File: src/rtl/pipeline_stall_sequencer.sv
// pipeline_stall_sequencer
//
// Central stall/flush sequencer for the 5-stage MIPS pipeline. It combines
// four stall and flush sources into the pipeline-register enable, bubble and
// flush controls:
//   - load-use hazards between ID/EX and IF/ID
//   - a multi-cycle multiply occupying EX
//   - instruction-memory wait
//   - taken branches resolved in EX
// A two-state FSM (RUN / MUL_WAIT) with an 8-bit down-counter tracks how
// long the multiply occupies EX. While it does, the front end and EX stay
// frozen for the multiply's full latency.
//
// Parameters:
//   MUL_LAT  total multiply latency in cycles, counting the start cycle (2..255)
//   REG_W    register-specifier width
//
// Ports:
//   clk              pipeline clock, rising edge
//   reset            asynchronous, active-high reset
//   id_ex_mem_read   instruction in EX is a load
//   id_ex_rt         load destination register
//   if_id_rs         rs of the instruction in ID
//   if_id_rt         rt of the instruction in ID
//   if_id_uses_rt    ID instruction reads rt as a source
//   ex_branch_taken  branch in EX resolved taken
//   ex_mul_start     multiply enters EX this cycle
//   imem_ready       instruction memory has valid data
//   pc_write         PC register enable
//   if_id_write      IF/ID register enable
//   if_id_flush      clear IF/ID to a NOP
//   id_ex_write      ID/EX register enable
//   id_ex_bubble     load a NOP into ID/EX
//   ex_mem_bubble    load a NOP into EX/MEM
//   mul_busy         multiply still occupying EX
//   mul_done         one-cycle pulse in the last multiply cycle
//   stall_cycles     saturating count of cycles with pc_write=0
//   flush_count      saturating count of taken-branch flushes
//
// Configuration macro:
//   STALL_STATS_EN   when defined, builds the two statistics counters. When
//                    undefined, stall_cycles and flush_count are tied to 0
//                    and no counter flops exist.

module pipeline_stall_sequencer #(
  parameter int MUL_LAT = 4,
  parameter int REG_W   = 5
) (
  input  logic             clk,
  input  logic             reset,
  input  logic             id_ex_mem_read,
  input  logic [REG_W-1:0] id_ex_rt,
  input  logic [REG_W-1:0] if_id_rs,
  input  logic [REG_W-1:0] if_id_rt,
  input  logic             if_id_uses_rt,
  input  logic             ex_branch_taken,
  input  logic             ex_mul_start,
  input  logic             imem_ready,
  output logic             pc_write,
  output logic             if_id_write,
  output logic             if_id_flush,
  output logic             id_ex_write,
  output logic             id_ex_bubble,
  output logic             ex_mem_bubble,
  output logic             mul_busy,
  output logic             mul_done,
  output logic [15:0]      stall_cycles,
  output logic [15:0]      flush_count
);

  typedef enum logic {
    RUN      = 1'b0,
    MUL_WAIT = 1'b1
  } state_t;

  // The start cycle is spent in RUN, and the last MUL_WAIT cycle is mul_cnt==0.
  // So MUL_WAIT lasts MUL_LAT-1 cycles when mul_cnt is loaded with MUL_LAT-2.
  localparam logic [7:0] MUL_RELOAD = 8'(MUL_LAT - 2);

  state_t     state;
  state_t     next_state;
  logic [7:0] mul_cnt;
  logic [7:0] next_mul_cnt;
  logic       load_use;
  logic       branch_flush;

  // Load-use hazard: the load in EX writes a register that the instruction
  // in ID is about to read. Register 0 is never a real dependency.
  always_comb begin
    load_use = id_ex_mem_read && (id_ex_rt != '0) &&
               ((id_ex_rt == if_id_rs) ||
                (if_id_uses_rt && (id_ex_rt == if_id_rt)));
  end

  // State register and multiply counter. Reset aborts any multiply in flight.
  always_ff @(posedge clk or posedge reset) begin
    if (reset) begin
      state   <= RUN;
      mul_cnt <= 8'd0;
    end else begin
      state   <= next_state;
      mul_cnt <= next_mul_cnt;
    end
  end

  // Mealy control decode. Reset overrides everything: the front end is frozen
  // and a NOP is pushed into ID/EX so no stale instruction advances.
  always_comb begin
    pc_write      = 1'b1;
    if_id_write   = 1'b1;
    if_id_flush   = 1'b0;
    id_ex_write   = 1'b1;
    id_ex_bubble  = 1'b0;
    ex_mem_bubble = 1'b0;
    mul_busy      = 1'b0;
    mul_done      = 1'b0;
    branch_flush  = 1'b0;
    next_state    = state;
    next_mul_cnt  = mul_cnt;

    if (reset) begin
      pc_write     = 1'b0;
      if_id_write  = 1'b0;
      id_ex_write  = 1'b1;
      id_ex_bubble = 1'b1;
      next_state   = RUN;
      next_mul_cnt = 8'd0;
    end else begin
      case (state)
        RUN: begin
          if (ex_branch_taken) begin
            // Wrong-path instructions in IF/ID and ID are squashed. The PC
            // still loads, because it takes the branch target.
            if_id_flush  = 1'b1;
            id_ex_bubble = 1'b1;
            branch_flush = 1'b1;
          end else if (!imem_ready || load_use) begin
            pc_write     = 1'b0;
            if_id_write  = 1'b0;
            id_ex_bubble = 1'b1;
          end

          // A multiply start that coincides with a taken branch is on the
          // wrong path, so it is dropped.
          if (ex_mul_start && !ex_branch_taken) begin
            next_state   = MUL_WAIT;
            next_mul_cnt = MUL_RELOAD;
          end
        end

        MUL_WAIT: begin
          pc_write      = 1'b0;
          if_id_write   = 1'b0;
          id_ex_write   = 1'b0;
          ex_mem_bubble = 1'b1;
          mul_busy      = 1'b1;
          if (mul_cnt == 8'd0) begin
            mul_done   = 1'b1;
            next_state = RUN;
          end else begin
            next_mul_cnt = mul_cnt - 8'd1;
          end
        end

        default: begin
          next_state   = RUN;
          next_mul_cnt = 8'd0;
        end
      endcase
    end
  end

`ifdef STALL_STATS_EN
  // Statistics counters. Each counts a cycle on the edge that ends it and
  // sticks at all-ones instead of wrapping.
  always_ff @(posedge clk or posedge reset) begin
    if (reset) begin
      stall_cycles <= 16'd0;
      flush_count  <= 16'd0;
    end else begin
      if (!pc_write && (stall_cycles != 16'hFFFF)) begin
        stall_cycles <= stall_cycles + 16'd1;
      end
      if (branch_flush && (flush_count != 16'hFFFF)) begin
        flush_count <= flush_count + 16'd1;
      end
    end
  end
`else
  assign stall_cycles = 16'd0;
  assign flush_count  = 16'd0;
`endif

endmodule

File: config.mk
export PLATFORM = sky130hd
export DESIGN_NAME = pipeline_stall_sequencer
export DESIGN_NICKNAME = d
export VERILOG_FILES = /design/src/rtl/pipeline_stall_sequencer.sv
export SDC_FILE = /design/constraint.sdc
export NUM_CORES = 1
export LEC_CHECK = 0
export CAP_MARGIN = 15
export CELL_PAD_IN_SITES_DETAIL_PLACEMENT = 1
export CELL_PAD_IN_SITES_GLOBAL_PLACEMENT = 2
export CORE_ASPECT_RATIO = 0.9
export CORE_UTILIZATION = 20
export CTS_CLUSTER_DIAMETER = 40
export DETAILED_ROUTE_END_ITERATION = 8
export HOLD_SLACK_MARGIN = 0.03
export PLACE_DENSITY_LB_ADDON = 0.1
export SYNTH_ARGS = -nofsm -noshare
export SYNTH_HDL_FRONTEND = slang
export SYNTH_SLANG_ARGS = --single-unit
File: constraint.sdc
create_clock -name clk -period 4.96 [get_ports clk]
set_input_delay 0.992 -clock clk [delete_from_list [all_inputs] [get_ports clk]]
set_output_delay 0.992 -clock clk [all_outputs]
set_load 0.01 [all_outputs]
Word-level counts from Yosys, hierarchy flattened
Cells that the tools add are included.
{"block": "totals", "ff_bits": 9, "input_bits": 22, "out_inout_bits": 40, "elab_cells": 45}
{"block": "op_classes", "n_addsub": 1, "n_eq_ne": 4, "mux": 26, "bitwise_logic": 1, "reduce_logical": 11}
{"operator": "$mux 8", "n": 3}
{"operator": "$mux 1", "n": 20}
{"operator": "$pmux 8 s2", "n": 1}
{"operator": "$eq 5x5->1", "n": 2}
{"operator": "$logic_not 8->1", "n": 1}
{"operator": "$sub 8x1->8 const B", "n": 1}
{"operator": "$ne 3x3->1 const B", "n": 2}
{"operator": "$reduce_bool 5->1", "n": 1}
{"operator": "$logic_and 1x1->1", "n": 4}
{"operator": "$pmux 1 s2", "n": 2}
{"operator": "$logic_not 1->1", "n": 2}
{"operator": "$logic_or 1x1->1", "n": 2}
{"operator": "$reduce_and 2->1", "n": 1}
{"operator": "$not 1->1", "n": 1}

Longest topological paths before layout
{"block": "depth", "word_depth": 9, "ltp_mapped": 6}

Least setup slack after synthesis
OpenSTA, ideal clock, no wires.
{"block": "synth_path", "path_type": "in2out", "startpoint": "input reset", "endpoint": "output id_ex_bubble", "arrival_time_ns": 2.173, "path_slack_ns": 1.795, "path_stages": 5, "path_buffers": 1, "cell_sequence": "clkbuf_1 -> inv_1 -> nand2_1 -> inv_1 -> a311oi_1"}
{"block": "synth_between", "elab_chain_len": 1}
{"element": "start, declared", "line_no": "50", "source": "input logic reset,"}
{"element": "$mux 1", "line_no": "121", "source": "if (reset) begin"}
{"element": "end, declared", "line_no": "63", "source": "output logic id_ex_bubble,"}
No other way between the ends.

Worst setup path in the final report
{"block": "layout_path", "startpoint": "input id_ex_rt[3]", "endpoint": "output id_ex_bubble"}
{"block": "layout_between", "elab_chain_len": 9}
{"element": "start, declared", "line_no": "52", "source": "input logic [REG_W-1:0] id_ex_rt,"}
{"element": "$eq 5x5->1", "line_no": "92", "source": "(if_id_uses_rt && (id_ex_rt == if_id_rt)));"}
{"element": "$logic_and 1x1->1", "line_no": "92"}
{"element": "$logic_or 1x1->1", "line_no": "91", "source": "((id_ex_rt == if_id_rs) ||"}
{"element": "$logic_and 1x1->1 *", "line_no": "90", "source": "load_use = id_ex_mem_read && (id_ex_rt != '0) &&"}
{"element": "$logic_or 1x1->1 *", "line_no": "137", "source": "end else if (!imem_ready || load_use) begin"}
{"element": "$mux 1 *", "line_no": "137"}
{"element": "$mux 1 *", "line_no": "131", "source": "if (ex_branch_taken) begin"}
{"element": "$mux 1 *", "line_no": "129", "source": "case (state)"}
{"element": "$mux 1 *", "line_no": "121"}
Every way passes the cells marked *; elsewhere a longest branch is shown, timed or not.

==> results.json <==
{
  "status": "completed",
  "clockBufferDepth": 2,
  "initial_utilization_pct": 21.6,
  "hpwl_mm": 2.16,
  "crit_arrival_ns": 3.07,
  "cts_tree": "yes",
  "synthCells": 120,
  "dieWidth_um": 76.3,
  "htreeDepth": 1,
  "antenna_found_initial": 0,
  "ios": 62,
  "min_path_type": "flip-flop to flip-flop",
  "clockRootBuffer": "clkbuf_8",
  "slowest_delay_ns": 0.59,
  "route.detailed.drc": 0,
  "gp_congestion": 0.716,
  "nFillCells": 578,
  "async_flop_share_pct": 100,
  "rsz0062_at_grt": "false",
  "syn_area_per_cell_um2": 8.29,
  "wl_per_cell_um": 12.3,
  "synth_flop_cell": "dfrtp_1",
  "path_common_cell": "clkdlybuf4s50_1",
  "track_usage_pct": 9.65,
  "clock-sinks": 9,
  "grt_pass1_vias": 779,
  "required_ns": 3.97,
  "period_minus_slack_ns": 4.06,
  "final_common_cell": "conb_1",
  "ys_seq_area_share_pct": 22.6,
  "whs_ns": 0.558,
  "fp.dieH_um": 68.9,
  "die_area_um2": 5260,
  "drtIter0Drc": 20,
  "hold_depth": 2,
  "yosysUniqueCellTypes": 40,
  "netlist_area_um2": 995,
  "crit_slowest_cell": "clkdlybuf4s50_1",
  "design.core.area_um2": 4600,
  "min_period_over_period_pct": 81.9,
  "cts_setup_buffers": 0,
  "hold_end": "mul_cnt[0]$_DFFE_PP0P_",
  "overflow": 0,
  "timing.setup.tns_ns": 0,
  "finalHoldViolCount": 0,
  "rows": 23,
  "timing.fmax_mhz": 246,
  "port_buffers": 29,
  "rrSetupSlack_ns": 3.09,
  "ff_latch_area_um2": 225,
  "start_kind": "input pin",
  "clk_latency_ns": 0.23,
  "nets": 173,
  "r2r-end": "mul_cnt[1]$_DFFE_PP0P_",
  "ys_warn_count": 0,
  "hold_buffers": 0,
  "drive_gt1_share_pct": 6.76,
  "drt-total-wl_mm": 2.59,
  "reg2reg_depth": 6,
  "multi_input_area_um2": 602,
  "final_cell_mix": "conb_1 (32), clkdlybuf4s50_1 (29), xor2_1 (9), dfrtp_1 (9)",
  "worstHoldStart": "mul_cnt[0]$_DFFE_PP0P_",
  "vdd_drop_max_mv": 0.0624,
  "power_density_nw_per_um2": 232,
  "ys_ff_latch": 9,
  "critPathKind": "input pin to output pin",
  "final-setup-viol-count": 0,
  "areaGrowthSynthToFinish_pct": 26.9,
  "diodes": 0,
  "finalMaxSlewViolations": 0,
  "ant_nets": 0,
  "timing.max_cap.violations": 0,
  "grt_max_degree": 13,
  "synth_edf_count": 0,
  "worst_pin_slew_ns": 0.695,
  "crit_fanout": 3,
  "r2r-start": "mul_cnt[0]$_DFFE_PP0P_",
  "cp_cell_sequence": "clkdlybuf4s50_1, xor2_1, nor4_1, a32oi_1, a311oi_1, clkdlybuf4s50_1",
  "grt_first_pass_wirelength_mm": 3.97,
  "via_per_inst": 4.02,
  "first_pass_iters": 4,
  "skew_ns": 0.00434,
  "worstSetupEndpointType": "output pin",
  "vias": 844,
  "cts-resized-gates": 0,
  "clkTransAtPathRegs_ns": 0.05,
  "leakagePower_nw": 0.544,
  "max-slew-margin-rel_pct": 53.3,
  "cts_buffers": 3
}
registers in the layout, indices dropped and copies added, names as in the netlist:
signal and count:
mul_cnt 8, state 1
cells in the mapped netlist (2+ instances only):
library cell | instances | area share, %
a21oi_1 | 6 | 3.0
a311oi_1 | 2 | 1.8
buf_2 | 2 | 1.0
buf_4 | 34 | 26
dfrtp_1 | 9 | 23
ha_1 | 2 | 2.5
inv_1 | 4 | 1.5
nand2_1 | 6 | 2.3
nand3_1 | 4 | 2.0
nor2_1 | 5 | 1.9
nor3_1 | 4 | 2.0
nor3b_1 | 2 | 1.5
nor4_1 | 2 | 1.3
o21ai_0 | 2 | 1.0
or3_1 | 3 | 1.9
xor2_1 | 9 | 7.9
per-layer routing:
| layer | global-route usage, % | vias to the layer above | wire, um |
|---|---|---|---|
| met1 | 12.9 | 402 | 1220 |
| met2 | 15.9 | 32 | 1220 |
| li1 | - | 408 | - |
| met3 | 1.18 | 2 | 123 |
| met5 | 0 | - | 0 |
| met4 | 4.33 | 0 | 22 |
cells by family (layout without fill, tap and decap cells):
logic type | count (synthesis) | count (layout) | share of synthesized area, %
buf+inv | 41 | 38 | 28.6
xor+xnor | 10 | 10 | 8.81
flops | 9 | 9 | 22.6
other cells | 1 | 32 | 0.377
fa+ha+maj | 2 | 2 | 2.52
simple gates | 37 | 37 | 22.8
mux | 1 | 1 | 1.01
compound gates | 19 | 19 | 13.3
worst max-delay path by stage:
stage	startpoint	end	cells after the start
after floorplan	reset	id_ex_bubble	5
after global placement	id_ex_rt[2]	pc_write	5
after detailed placement	id_ex_rt[3]	id_ex_bubble	6
after CTS	id_ex_rt[3]	id_ex_bubble	6
after global routing	id_ex_rt[3]	id_ex_bubble	6
final	id_ex_rt[3]	id_ex_bubble	6
where the power goes:
| group | internal, mW | switching, mW |
|---|---|---|
| clock network | 0.0560 | 0.0289 |
| registers | 0.0808 | 0.00977 |
| logic | 0.0541 | 0.0632 |
layout make-up:
class,count,area share [%]
Clock buffer,4,3.57
Inverter,4,1.19
Multi-Input combinational cell,101,47.7
Sequential cell,9,17.8
Tap cell,62,6.14
Timing Repair Buffer,30,23.6
worst max-delay path, delay by kind of cell:
kind                      cells  cell delay [ns]
buffers and inverters         2             1.06
AOI/OAI and AO/OA             2             0.48
and+or+nand+nor               1             0.34
xor gates and xnor gates      1             0.19
per-stage QoR:
stage | setup WS (ns) | instance area, um^2 | utilization [%] | power [mW] | std cells
finish | 0.898 | 1260 | 27.4 | 0.293 | 210
detailed placement | 0.902 | 1220 | 26.4 | 0.209 | 206
global route | 0.852 | 1260 | 27.4 | 0.317 | 210
global placement | 0.887 | 1220 | 26.4 | 0.209 | 206
CTS | 0.905 | 1260 | 27.4 | 0.297 | 210
floorplan | 1.80 | 1110 | - | 0.183 | 151
No activity file was read; power rests on OpenSTA's default activity.
